`config.mk`:
```
export PLATFORM = sky130hd
export DESIGN_NAME = calc_control_n
export DESIGN_NICKNAME = d
export VERILOG_FILES = /design/src/rtl/calc_control_n.sv
export SDC_FILE = /design/constraint.sdc
export NUM_CORES = 1
export LEC_CHECK = 0
export ABC_AREA = 1
export CORE_MARGIN = 10
export CORE_UTILIZATION = 25
export DETAILED_ROUTE_END_ITERATION = 7
export PLACE_DENSITY = 0.55
export SLEW_MARGIN = 15
export SYNTH_ARGS = -nofsm -noshare
export SYNTH_HDL_FRONTEND = slang
export SYNTH_SLANG_ARGS = --single-unit
```
`constraint.sdc`:
```
create_clock -name clock -period 2 [get_ports clock]
set_input_delay 0.2 -clock clock [delete_from_list [all_inputs] [get_ports clock]]
set_output_delay 0.2 -clock clock [all_outputs]
set_load 0.05 [all_outputs]
```
`src/rtl/calc_control_n.sv`:
```
// Keypad sequencing FSM for the calculator datapath.
// All command pulses, counters and display select are registered.
module calc_control_n #(
  parameter int MAX_DIGITS = 4,
  parameter int DIG_CW     = 3,
  parameter bit CHAIN_EN   = 1'b1
) (
  input  logic              clock,
  input  logic              reset_in,
  input  logic              clr_in,
  input  logic              dig_in,
  input  logic              sub_in,
  input  logic              op_in,
  input  logic              ex_in,
  input  logic              bksp_in,
  input  logic              MR_in,
  input  logic              MS_in,
  input  logic              MC_in,
  input  logic              err_in,
  output logic              load_A,
  output logic              load_B,
  output logic              bksp_A,
  output logic              bksp_B,
  output logic              load_A_mem,
  output logic              load_B_mem,
  output logic              load_A_res,
  output logic              load_op,
  output logic              execute,
  output logic              load_mem,
  output logic              clear_mem,
  output logic              clear_ops,
  output logic [1:0]        disp_sel,
  output logic [DIG_CW-1:0] digits_A,
  output logic [DIG_CW-1:0] digits_B,
  output logic [2:0]        state_out
);

  typedef enum logic [2:0] {
    START    = 3'd0,
    OP_A     = 3'd1,
    OP_A_NEG = 3'd2,
    OPERATOR = 3'd3,
    OP_B     = 3'd4,
    OP_B_NEG = 3'd5,
    RESULT   = 3'd6,
    ERROR    = 3'd7
  } state_t;

  typedef enum logic [2:0] {
    K_NONE, K_CLR, K_EX, K_OP,
    K_SUB, K_DIG, K_MR, K_BKSP
  } key_t;

  localparam logic [DIG_CW-1:0] DMAX = DIG_CW'(MAX_DIGITS);
  localparam logic [DIG_CW-1:0] DONE = DIG_CW'(1);
  localparam logic [DIG_CW-1:0] DZRO = '0;

  state_t            state, state_d;
  key_t              key;
  logic [DIG_CW-1:0] cnt_a_d, cnt_b_d;
  logic              la_d, lb_d, ba_d, bb_d;
  logic              lam_d, lbm_d, lar_d, lop_d;
  logic              exe_d, lm_d, cm_d, co_d;
  logic [1:0]        disp_d;
  logic              rst_q;

  assign state_out = state;

  always_comb begin
    key = K_NONE;
    priority case (1'b1)
      clr_in:  key = K_CLR;
      ex_in:   key = K_EX;
      op_in:   key = K_OP;
      sub_in:  key = K_SUB;
      dig_in:  key = K_DIG;
      MR_in:   key = K_MR;
      bksp_in: key = K_BKSP;
      default: key = K_NONE;
    endcase
  end

  always_comb begin
    state_d = state;
    cnt_a_d = digits_A;
    cnt_b_d = digits_B;
    la_d    = 1'b0;
    lb_d    = 1'b0;
    ba_d    = 1'b0;
    bb_d    = 1'b0;
    lam_d   = 1'b0;
    lbm_d   = 1'b0;
    lar_d   = 1'b0;
    lop_d   = 1'b0;
    exe_d   = 1'b0;
    cm_d    = MC_in;
    lm_d    = MS_in && (state != ERROR);
    co_d    = rst_q;
    if (state == RESULT && err_in) begin
      // ALU fault wins over every key sampled alongside it
      state_d = ERROR;
      lm_d    = 1'b0;
    end else if (key == K_CLR) begin
      co_d    = 1'b1;
      cnt_a_d = DZRO;
      cnt_b_d = DZRO;
      state_d = START;
    end else begin
      case (state)
        START, OP_A_NEG: begin
          case (key)
            K_SUB, K_BKSP: begin
              if (state == START && key == K_SUB) begin
                la_d    = 1'b1;
                state_d = OP_A_NEG;
              end else if (state == OP_A_NEG) begin
                ba_d    = 1'b1;
                state_d = START;
              end
            end
            K_DIG: begin
              la_d    = 1'b1;
              cnt_a_d = DONE;
              state_d = OP_A;
            end
            K_MR: begin
              lam_d   = 1'b1;
              cnt_a_d = DMAX;
              state_d = OP_A;
            end
            default: ;
          endcase
        end
        OP_A: begin
          case (key)
            K_DIG: if (digits_A < DMAX) begin
              la_d    = 1'b1;
              cnt_a_d = digits_A + DONE;
            end
            K_BKSP: if (digits_A != DZRO) begin
              ba_d    = 1'b1;
              cnt_a_d = digits_A - DONE;
            end
            K_MR: begin
              lam_d   = 1'b1;
              cnt_a_d = DMAX;
            end
            K_OP, K_SUB: begin
              lop_d   = 1'b1;
              state_d = OPERATOR;
            end
            default: ;
          endcase
        end
        OPERATOR, OP_B_NEG: begin
          case (key)
            K_OP: if (state == OPERATOR) lop_d = 1'b1;
            K_SUB, K_BKSP: begin
              if (state == OPERATOR && key == K_SUB) begin
                lb_d    = 1'b1;
                state_d = OP_B_NEG;
              end else if (state == OP_B_NEG) begin
                bb_d    = 1'b1;
                state_d = OPERATOR;
              end
            end
            K_DIG: begin
              lb_d    = 1'b1;
              cnt_b_d = DONE;
              state_d = OP_B;
            end
            K_MR: begin
              lbm_d   = 1'b1;
              cnt_b_d = DMAX;
              state_d = OP_B;
            end
            default: ;
          endcase
        end
        OP_B: begin
          case (key)
            K_EX: begin
              exe_d   = 1'b1;
              state_d = RESULT;
            end
            K_DIG: if (digits_B < DMAX) begin
              lb_d    = 1'b1;
              cnt_b_d = digits_B + DONE;
            end
            K_BKSP: if (digits_B != DZRO) begin
              bb_d    = 1'b1;
              cnt_b_d = digits_B - DONE;
            end
            K_MR: begin
              lbm_d   = 1'b1;
              cnt_b_d = DMAX;
            end
            default: ;
          endcase
        end
        RESULT: begin
          if (key == K_OP && CHAIN_EN) begin
            lar_d   = 1'b1;
            lop_d   = 1'b1;
            cnt_a_d = DMAX;
            cnt_b_d = DZRO;
            state_d = OPERATOR;
          end
        end
        default: ;
      endcase
    end
  end

  always_comb begin
    disp_d = 2'b00;
    case (state_d)
      START, OP_A, OP_A_NEG:    disp_d = 2'b00;
      OPERATOR, OP_B, OP_B_NEG: disp_d = 2'b01;
      RESULT:                   disp_d = 2'b10;
      default:                  disp_d = 2'b11;
    endcase
  end

  always_ff @(posedge clock) begin
    if (reset_in) begin
      state      <= START;
      digits_A   <= DZRO;
      digits_B   <= DZRO;
      disp_sel   <= 2'b00;
      load_A     <= 1'b0;
      load_B     <= 1'b0;
      bksp_A     <= 1'b0;
      bksp_B     <= 1'b0;
      load_A_mem <= 1'b0;
      load_B_mem <= 1'b0;
      load_A_res <= 1'b0;
      load_op    <= 1'b0;
      execute    <= 1'b0;
      load_mem   <= 1'b0;
      clear_mem  <= 1'b0;
      clear_ops  <= 1'b0;
      rst_q      <= 1'b1;
    end else begin
      state      <= state_d;
      digits_A   <= cnt_a_d;
      digits_B   <= cnt_b_d;
      disp_sel   <= disp_d;
      load_A     <= la_d;
      load_B     <= lb_d;
      bksp_A     <= ba_d;
      bksp_B     <= bb_d;
      load_A_mem <= lam_d;
      load_B_mem <= lbm_d;
      load_A_res <= lar_d;
      load_op    <= lop_d;
      execute    <= exe_d;
      load_mem   <= lm_d;
      clear_mem  <= cm_d;
      clear_ops  <= co_d;
      rst_q      <= 1'b0;
    end
  end

endmodule

```
### Word-level counts from Yosys, hierarchy flattened

Cells that the tools add are included.

| cells by class | value |
|---|---|
| add/sub/neg operators | 4 |
| $lt $le $gt $ge | 2 |
| equality and inequality tests | 29 |
| mux-type cells | 65 |
| bitwise logic cells | 5 |
| reductions and logical operators | 27 |

Operators by type and width:

| operator | number |
|---|---|
| 2-to-1 mux 3 bit | 24 |
| case mux 3 bit (3 select lines) | 4 |
| == test 3 bit, second input constant | 10 |
| 2-to-1 mux 1 bit | 25 |
| inequality test 4 bit, second input constant | 6 |
| == test 3 x 2 -> 1 bit, second input constant | 6 |
| case mux 3 bit (2 select lines) | 3 |
| OR reduction 4 bit | 4 |
| case mux 3 bit (5 select lines) | 1 |
| OR reduction 3 bit | 5 |
| AND reduction 7 bit | 2 |
| case mux 1 bit (2 select lines) | 6 |
| OR reduction 2 bit | 6 |
| == test 3 x 1 -> 1 bit, second input constant | 3 |
| nonzero test 4 bit | 2 |
| adder 3 x 1 -> 3 bit, second input constant | 2 |
| zero test 3 bit | 2 |
| less-than comparator 3 bit, second input constant | 2 |
| case mux 2 bit (3 select lines) | 1 |
| nonzero test 3 bit | 2 |
| subtractor 3 x 1 -> 3 bit, second input constant | 2 |
| inequality test 5 x 3 -> 1 bit, second input constant | 1 |
| inequality test 5 bit, second input constant | 1 |
| NOT 1 bit | 5 |
| other kinds (4) | 7 |

| word-level totals | value |
|---|---|
| register bits | 24 |
| input bits | 12 |
| output and inout bits | 23 |
| logic and storage cells | 149 |

### Depth between registers and ports, before layout

| logic depth | value |
|---|---|
| depth in word-level cells | 17 |
| depth in mapped cells | 17 |
| gate-level depth less buffers | 17 |

### Worst setup path before layout

No wires, ideal clock.

| path | value |
|---|---|
| kind | register -> register |
| start | register state[0], in the netlist state_out[0] |
| end | register digits_A[0] |
| library setup time | 70 ps |
| data arrival time | 1,856 ps |
| data required time | 1,930 ps |
| setup slack | 74 ps |
| stages on the path, launching flop included | 10 |
| path buffers | 1 |
| clock period less this slack | 1,926 ps |
| cell sequence | dfxtp_1 -> buf_2 -> nand2_1 -> nor2_2 -> inv_2 -> nor3_1 -> o21ai_2 -> nand3_2 -> nand2_1 -> a21oi_1 |

| on the way | value |
|---|---|
| word-level cells in the longest chain between the ends | 4 |
| elaborated cells between the ends (all ways) | 16 |
| those cells by class | eq/ne (8); mux (2); bitwise (1); reduce/logical (5) |

RTL lines:

| item | RTL line | RTL |
|---|---|---|
| start: declaration | 58 | `state_t state, state_d;` |
| start signal: assignment | 245 | `state <= state_d;` |
| == test 3 x 2 -> 1 bit, or another cell as far along | 109 | `case (state)` |
| OR reduction 2 bit or logical AND 1 bit (tied branches) | 109, 99 |  |
| inequality test 4 bit (no source line), or another cell as far along | - |  |
| AND reduction 7 bit (no source line) or 2-to-1 mux 3 bit (tied branches) | - |  |
| end signal: assignment | 246 | `digits_A <= cnt_a_d;` |
| end: declaration | 33 | `output logic [DIG_CW-1:0] digits_A,` |

Several ways; a longest one is shown, not always the timed one.
A chain may end at the register's enable or synchronous reset.

### Worst setup path after layout

| path | value |
|---|---|
| start | register state[2], in the netlist state_out[2] |
| end | output port state_out[2] |

RTL lines:

| item | RTL line | RTL |
|---|---|---|
| end: declaration | 35 | `output logic [2:0] state_out` |

No word-level cell between the ends.

==> flow_summary.toml <==
[setup_path]
cpPeakStageDelay_ns = 0.88
path_class = "reg -> out"
endpoint_kind = "primary output"
crit_chain = "clkdlybuf4s50_1"
critPathRequiredTime_ns = 1.80
setup.worst_path.start_class = "flip-flop"
arrival_ns = 1.66
cp_num_buf_inv = 1
cp_top_family = "buffers and inverters"
crit_fanout = 9
slowest_stage = "clkdlybuf4s50_1"

[cells_and_area]
syn_to_final_growth_pct = 40.6
diodes = 0
postLayoutCoreUtil_pct = 36.6
multiInputGateArea_um2 = 960
fill_cells = 644
fin_cells = 352
drive_above_1_share_pct = 25.6
nNetsFinal = 293
seqCellArea_um2 = 482

[power_and_ir_drop]
power_frac_comb_pct = 24.5
powerDensity_nw_per_um2 = 471
p_leak_nw = 0.978
p_switching_mw = 0.308
max-vdd-ir-drop_mv = 0.254
seqPwrFrac_pct = 48.8
internal_power_mw = 0.724
power_mw = 1.03
swShare_pct = 29.9
p_clk_share_pct = 26.7

[routing]
drc = 0
drtIter0Drc = 96
wl_per_cell_um = 12.2
via_per_inst = 4.54
dr.pass1.iters = 4
ant_nets = 0
vias = 1597
routed_wl_mm = 4.28

[timing]
worst_slew_margin_rel_pct = 65.9
finalCritPeriodShare_pct = 93.0
slew_violations = 0
rsz0062_at_grt = "no"
fmax_mhz = 538
finClkSkew_ns = 0.00503
postLayoutSetupSlackWorst_ns = 0.140
period_minus_slack_ns = 1.86
finalHoldViolations = 0
setup_violations = 0
tightestPinTransition_ns = 0.510

[floorplanning]
die_h_um = 99
dieArea_um2 = 9800
row_count = 28
die_w_um = 99
initial_core_util_pct = 26.0
io-pin-count = 35
coreArea_um2 = 5990

[global_routing]
grt_max_degree = 13
antenna_found_initial = 0
grt_pass1_wl_mm = 7.56
grt_overflow = 0
grt_use_total_pct = 8.94
grt_pass1_vias = 1604

[logic_synthesis]
yosys_warnings = 0
syn_area_um2 = 1560
async_reset_ff_share_pct = 0
synth_nets = 236
ys_seq_area_share_pct = 30.8
ys_seq_elements = 24
syn_inst = 222
yosys.area.top_type = "dfxtp_1"
synth_cell_type_count = 34
synth_edf_count = 0
yosys.area.top_type_share_pct = 30.8
synth_top_flop_cell = "dfxtp_1"
postSynthAreaPerCell_um2 = 7.03
synth.area.top_cells = "dfxtp_1 (31%), nand2_1 (9.6%), nor2_1 (7.5%)"

[flow_run]
drv_cap = 0

[cts]
clkTransAtPathRegs_ns = 0.08
clk_latency_ns = 0.26
cts-hold-fix-buffers = 0
clock-root-buffer = "clkbuf_8"
cts_tree = "built"
cts.path.max_buffers = 2
htreeDepth = 1
cts_sinks = 24
cts_made_buffers = 3

[run_status]
status = "finished, final reports clean"

[place]
place_ws_ns = -0.352
port_buffers = 34
dp_hpwl_mm = 3.60
gp_congestion = 0.895
dp_cells = 349

[hold_path]
min_path_type = "reg -> reg"
[cells in the final DEF, fill, tap and decap left out, types with 3 or more instances in the layout]
cell              n
nand2_1          40
nor2_1           31
clkdlybuf4s50_1  27
dfxtp_1          23
buf_4            21
nand3_1          17
inv_1            16
a21oi_1          14
inv_2            11
nand2_2           8
o21ai_1           7
o21ai_0           6
nand2_4           5
nor3_1            5
nor2_4            4
dlymetal6s2s_1    4
nand3_2           3
nor2_2            3
nand4_1           3
clkbuf_8          3
[stage by stage]
stage	cell area [µm²]	TNS, ns	hold slack, ns
final	2190	0	0.439
after global routing	2190	0	0.452
after CTS	2170	0	0.444
after detailed placement	2130	-1.80	0.420
after global placement	2130	-1.73	0.418
after floorplan	1560	0	0.228
[worst paths after layout]
kind                                    from           end  slack (ns)  cells past startpoint
worst max-delay path            state_out[2]  state_out[2]        0.14                      1
worst min-delay path                   rst_q     clear_ops        0.44                      2
worst max register to register  state_out[1]   digits_B[1]        0.22                     13
worst min register to register         rst_q     clear_ops        0.44                      2
[what timing repair did]
item                                    in CTS  in global routing
pin swaps                                    1                  5
endpoints found under the hold margin        0                  0
gates resized for setup                      3                 11
setup buffers                                0                  0
endpoints found under the setup margin       2                  9
[worst min-delay path: stages, from the launching register on]
cell and delay (ns):
dfxtp_1 0.31, nand2_1 0.04, o21ai_0 0.05
[metal layers]
metal	share of wire (%)	routed length, µm	vias to the layer above	track usage [%]
met2	47	2020	42	14.8
met5	0	0	-	0
met1	45	1920	723	11.0
met3	7.5	323	4	3.49
met4	0.54	23	0	0.772
li1	-	-	828	-
[cells by family after synthesis]
logic type	Yosys count	synth area share (%)
AO/OA/AOI/OAI	33	11.8
adder cells (fa/ha/maj)	2	2.57
XOR/XNOR	4	2.25
flip-flops	24	30.8
AND/OR/NAND/NOR	127	44.3
buffers and inverters	32	8.34
[layout make-up]
type,count,area share (%)
clock buffers,3,1.88
flip-flops and latches,24,22.0
repair buffers,56,23.3
multi-input cells,166,43.8
well taps,75,4.28
inverters,28,4.79
[state kept, by name (all words and copies together), names as in the netlist]
register,cells
bksp_A,1
bksp_B,1
clear_mem,1
clear_ops,1
digits_A,3
digits_B,3
disp_sel,2
execute,1
load_A,1
load_A_mem,1
load_A_res,1
load_B,1
load_B_mem,1
load_mem,1
load_op,1
rst_q,1
state_out,3
[synthesized netlist by cell type (2+ instances only)]
cell type  number
nor2_1         31
xnor2_1         2
nand4_1         3
nor2_2          3
nand2_1        40
xor2_1          2
nand3_2         3
o21ai_2         2
inv_1          16
nand2_2         8
nor2_4          4
o21ai_1         6
nand3_1        17
o21ai_0         7
inv_2          11
buf_4           2
buf_2           2
nor3_1          5
nor3b_1         2
fa_1            2
dfxtp_1        24
nand2_4         5
a21oi_1        14
[power groups by stage]
stage | clock network, mW | registers (mW) | logic, mW
floorplan | 0 | 0.555 | 0.117
global placement | 0 | 0.516 | 0.254
detailed placement | 0 | 0.515 | 0.256
CTS | 0.288 | 0.504 | 0.255
global route | 0.305 | 0.507 | 0.278
finish | 0.275 | 0.504 | 0.253
Power figures use the tool's default switching activity.
==> RTL edit, RTL diff (same flow settings) <==
Make the reset (`reset_in`) asynchronous in one clocked block.
--- a/src/rtl/calc_control_n.sv
+++ b/src/rtl/calc_control_n.sv
@@ -222,7 +222,7 @@
     endcase
   end
 
-  always_ff @(posedge clock) begin
+  always_ff @(posedge clock or posedge reset_in) begin
     if (reset_in) begin
       state      <= START;
       digits_A   <= DZRO;
Check against the original RTL: differs if reset_in is asserted again (counterexample within 4 cycles, from zero or initial values and one cycle with reset_in high); with reset_in held inactive, the same outputs for 10 cycles.
==> RTL edit against the original RTL <==
  * Routed wire length increased by 5.3%
  * Final area increased by 1.3%
  * Synthesized area decreased by 0.40%
  * Sequential cell count unchanged
  * Setup slack got worse by 0.028 ns
  * Via count decreased by 5.6%
  * Utilization increased by 0.46 points
  * Highest routed layer unchanged
Power is not compared: it rests on default switching activity, and its combinational part moved more than twofold at a synthesized area within 25%.
==> RTL edit: results (changes against the original RTL) <==
xor/xnor cell area share of the yosys netlist 0.01691 (-0.005546); post-layout utilization of the core 0.3707 (+0.004594); top post-synthesis cells by area sky130_fd_sc_hd__dfrtp_1 37%, sky130_fd_sc_hd__nand2_1 10%, sky130_fd_sc_hd__nand3_1 4.2%, sky130_fd_sc_hd__nand2_2 4.0%, sky130_fd_sc_hd__nor2_1 3.9%; worst IR drop on VDD 329.9 µV; result of the run completed; count of instances resized after the clock tree is built 0 (-3); yosys synthesis warning count 0 (unchanged); wire length of the first global-routing pass 7.486 mm (-0.91%); Iter 0 DRT Violations 109 (+14%); count of unique library cells instantiated by Yosys 37 (+8.8%); Adder-Cell Fraction of Synth Area 0.02576 (+0.0001033); Total Nets Final 267 (-8.9%); pin count of the biggest net entering global routing 25 (+12); total global-route track usage 0.09248 (+0.003122); filler cell count in the final layout 607 (-5.7%); placed inst area 2158 µm² (+1.1%); Post-Syn Nets 205 (-13%); async set or reset register ratio after synthesis 1.000 (+1.000); Seq/Total Area, Yosys 0.3873 (+0.07934); setup repair bufs after CTS 0 (unchanged); Worst Path Max Fanout 4 (-5); ratio of cells with drive above 1 in the final layout 0.2698 (+0.01352); post-DP HPWL 3.724 mm (+3.3%); Arr. time, crit path 2.05 ns (+0.39 ns); detailed-routing iteration count for the pre-antenna-repair pass 4 (unchanged); most used standard cells in the synthesized netlist 42 x sky130_fd_sc_hd__nand2_1, 23 x sky130_fd_sc_hd__dfrtp_1, 16 x sky130_fd_sc_hd__nor2_1; pre-CTS WS -0.2760 ns (+0.07558 ns); Max clock buf depth 2 (unchanged); static leakage 1.073 nW; Tot Pwr 0.001454 W; Post-Route Skew 0.007360 ns (+0.002335 ns); non-filler cells in the finished layout 327 (-7.1%); worst min-delay path category primary input to async pin; reported clock group power 0.000332 W; Compound-Gate Fraction of Synth Area 0.1127 (-0.005162); RePlAce Congestion 0.9248 (+3.3%); number of global-route vias before repair 1468 (-8.5%); number of standard cells after synthesis 191 (-14%); placed cell count 323 (-7.4%); total via count in the routed design 1508 (-5.6%); Routed wire per std cell 13.79 µm (+13%); Max-Slew Margin vs Limit 0.6608 (+0.002115)
[RTL edit: per-layer routing]
layer	share of wire	vias to the layer above	wire length, µm	track usage
met2	0.45	48	2050	0.1398
li1	-	758	-	-
met5	0	-	0	0
met1	0.47	698	2099	0.1237
met4	0.0075	0	34	0.01985
met3	0.072	4	324	0.03142
[RTL edit: area by class of cell]
cell class,instances,area share
inverters,24,0.04507
multi-input cells,142,0.3837
clock buffers,4,0.02479
flip-flops and latches,24,0.2710
repair buffers,58,0.2332
well taps,75,0.04225
[RTL edit: worst max-delay path, stage by stage]
cell and delay [ns]:
sky130_fd_sc_hd__clkdlybuf4s50_1 0.44, sky130_fd_sc_hd__nor2_1 0.14, sky130_fd_sc_hd__nand2_1 0.10, sky130_fd_sc_hd__nand3_4 0.09, sky130_fd_sc_hd__inv_6 0.04, sky130_fd_sc_hd__nand2_4 0.07, sky130_fd_sc_hd__nor2_8 0.04, sky130_fd_sc_hd__fa_2 0.33
sky130_fd_sc_hd__xor2_1 0.15, sky130_fd_sc_hd__xor2_1 0.16, sky130_fd_sc_hd__o21ai_1 0.11, sky130_fd_sc_hd__nand2_1 0.06, sky130_fd_sc_hd__nand2_1 0.05, sky130_fd_sc_hd__o21ai_1 0.06
[RTL edit: path summary, 6_finish.rpt]
path                                   startpoint                 endpoint  slack, ns  cells past startpoint
max in group asynchronous                reset_in          rst_q$_DFF_PP1_       1.45                      3
min                                      reset_in  digits_A[0]$_DFFE_PP0P_       0.27                      3
max reg2reg                state_out[0]$_DFF_PP0_  digits_B[0]$_DFFE_PP0P_       0.23                     11
max                                        sub_in  digits_A[2]$_DFFE_PP0P_       0.11                     14
min reg2reg                       rst_q$_DFF_PP1_      clear_ops$_DFF_PP0_       0.48                      2
min in group clock                          MC_in      clear_mem$_DFF_PP0_       0.37                      1
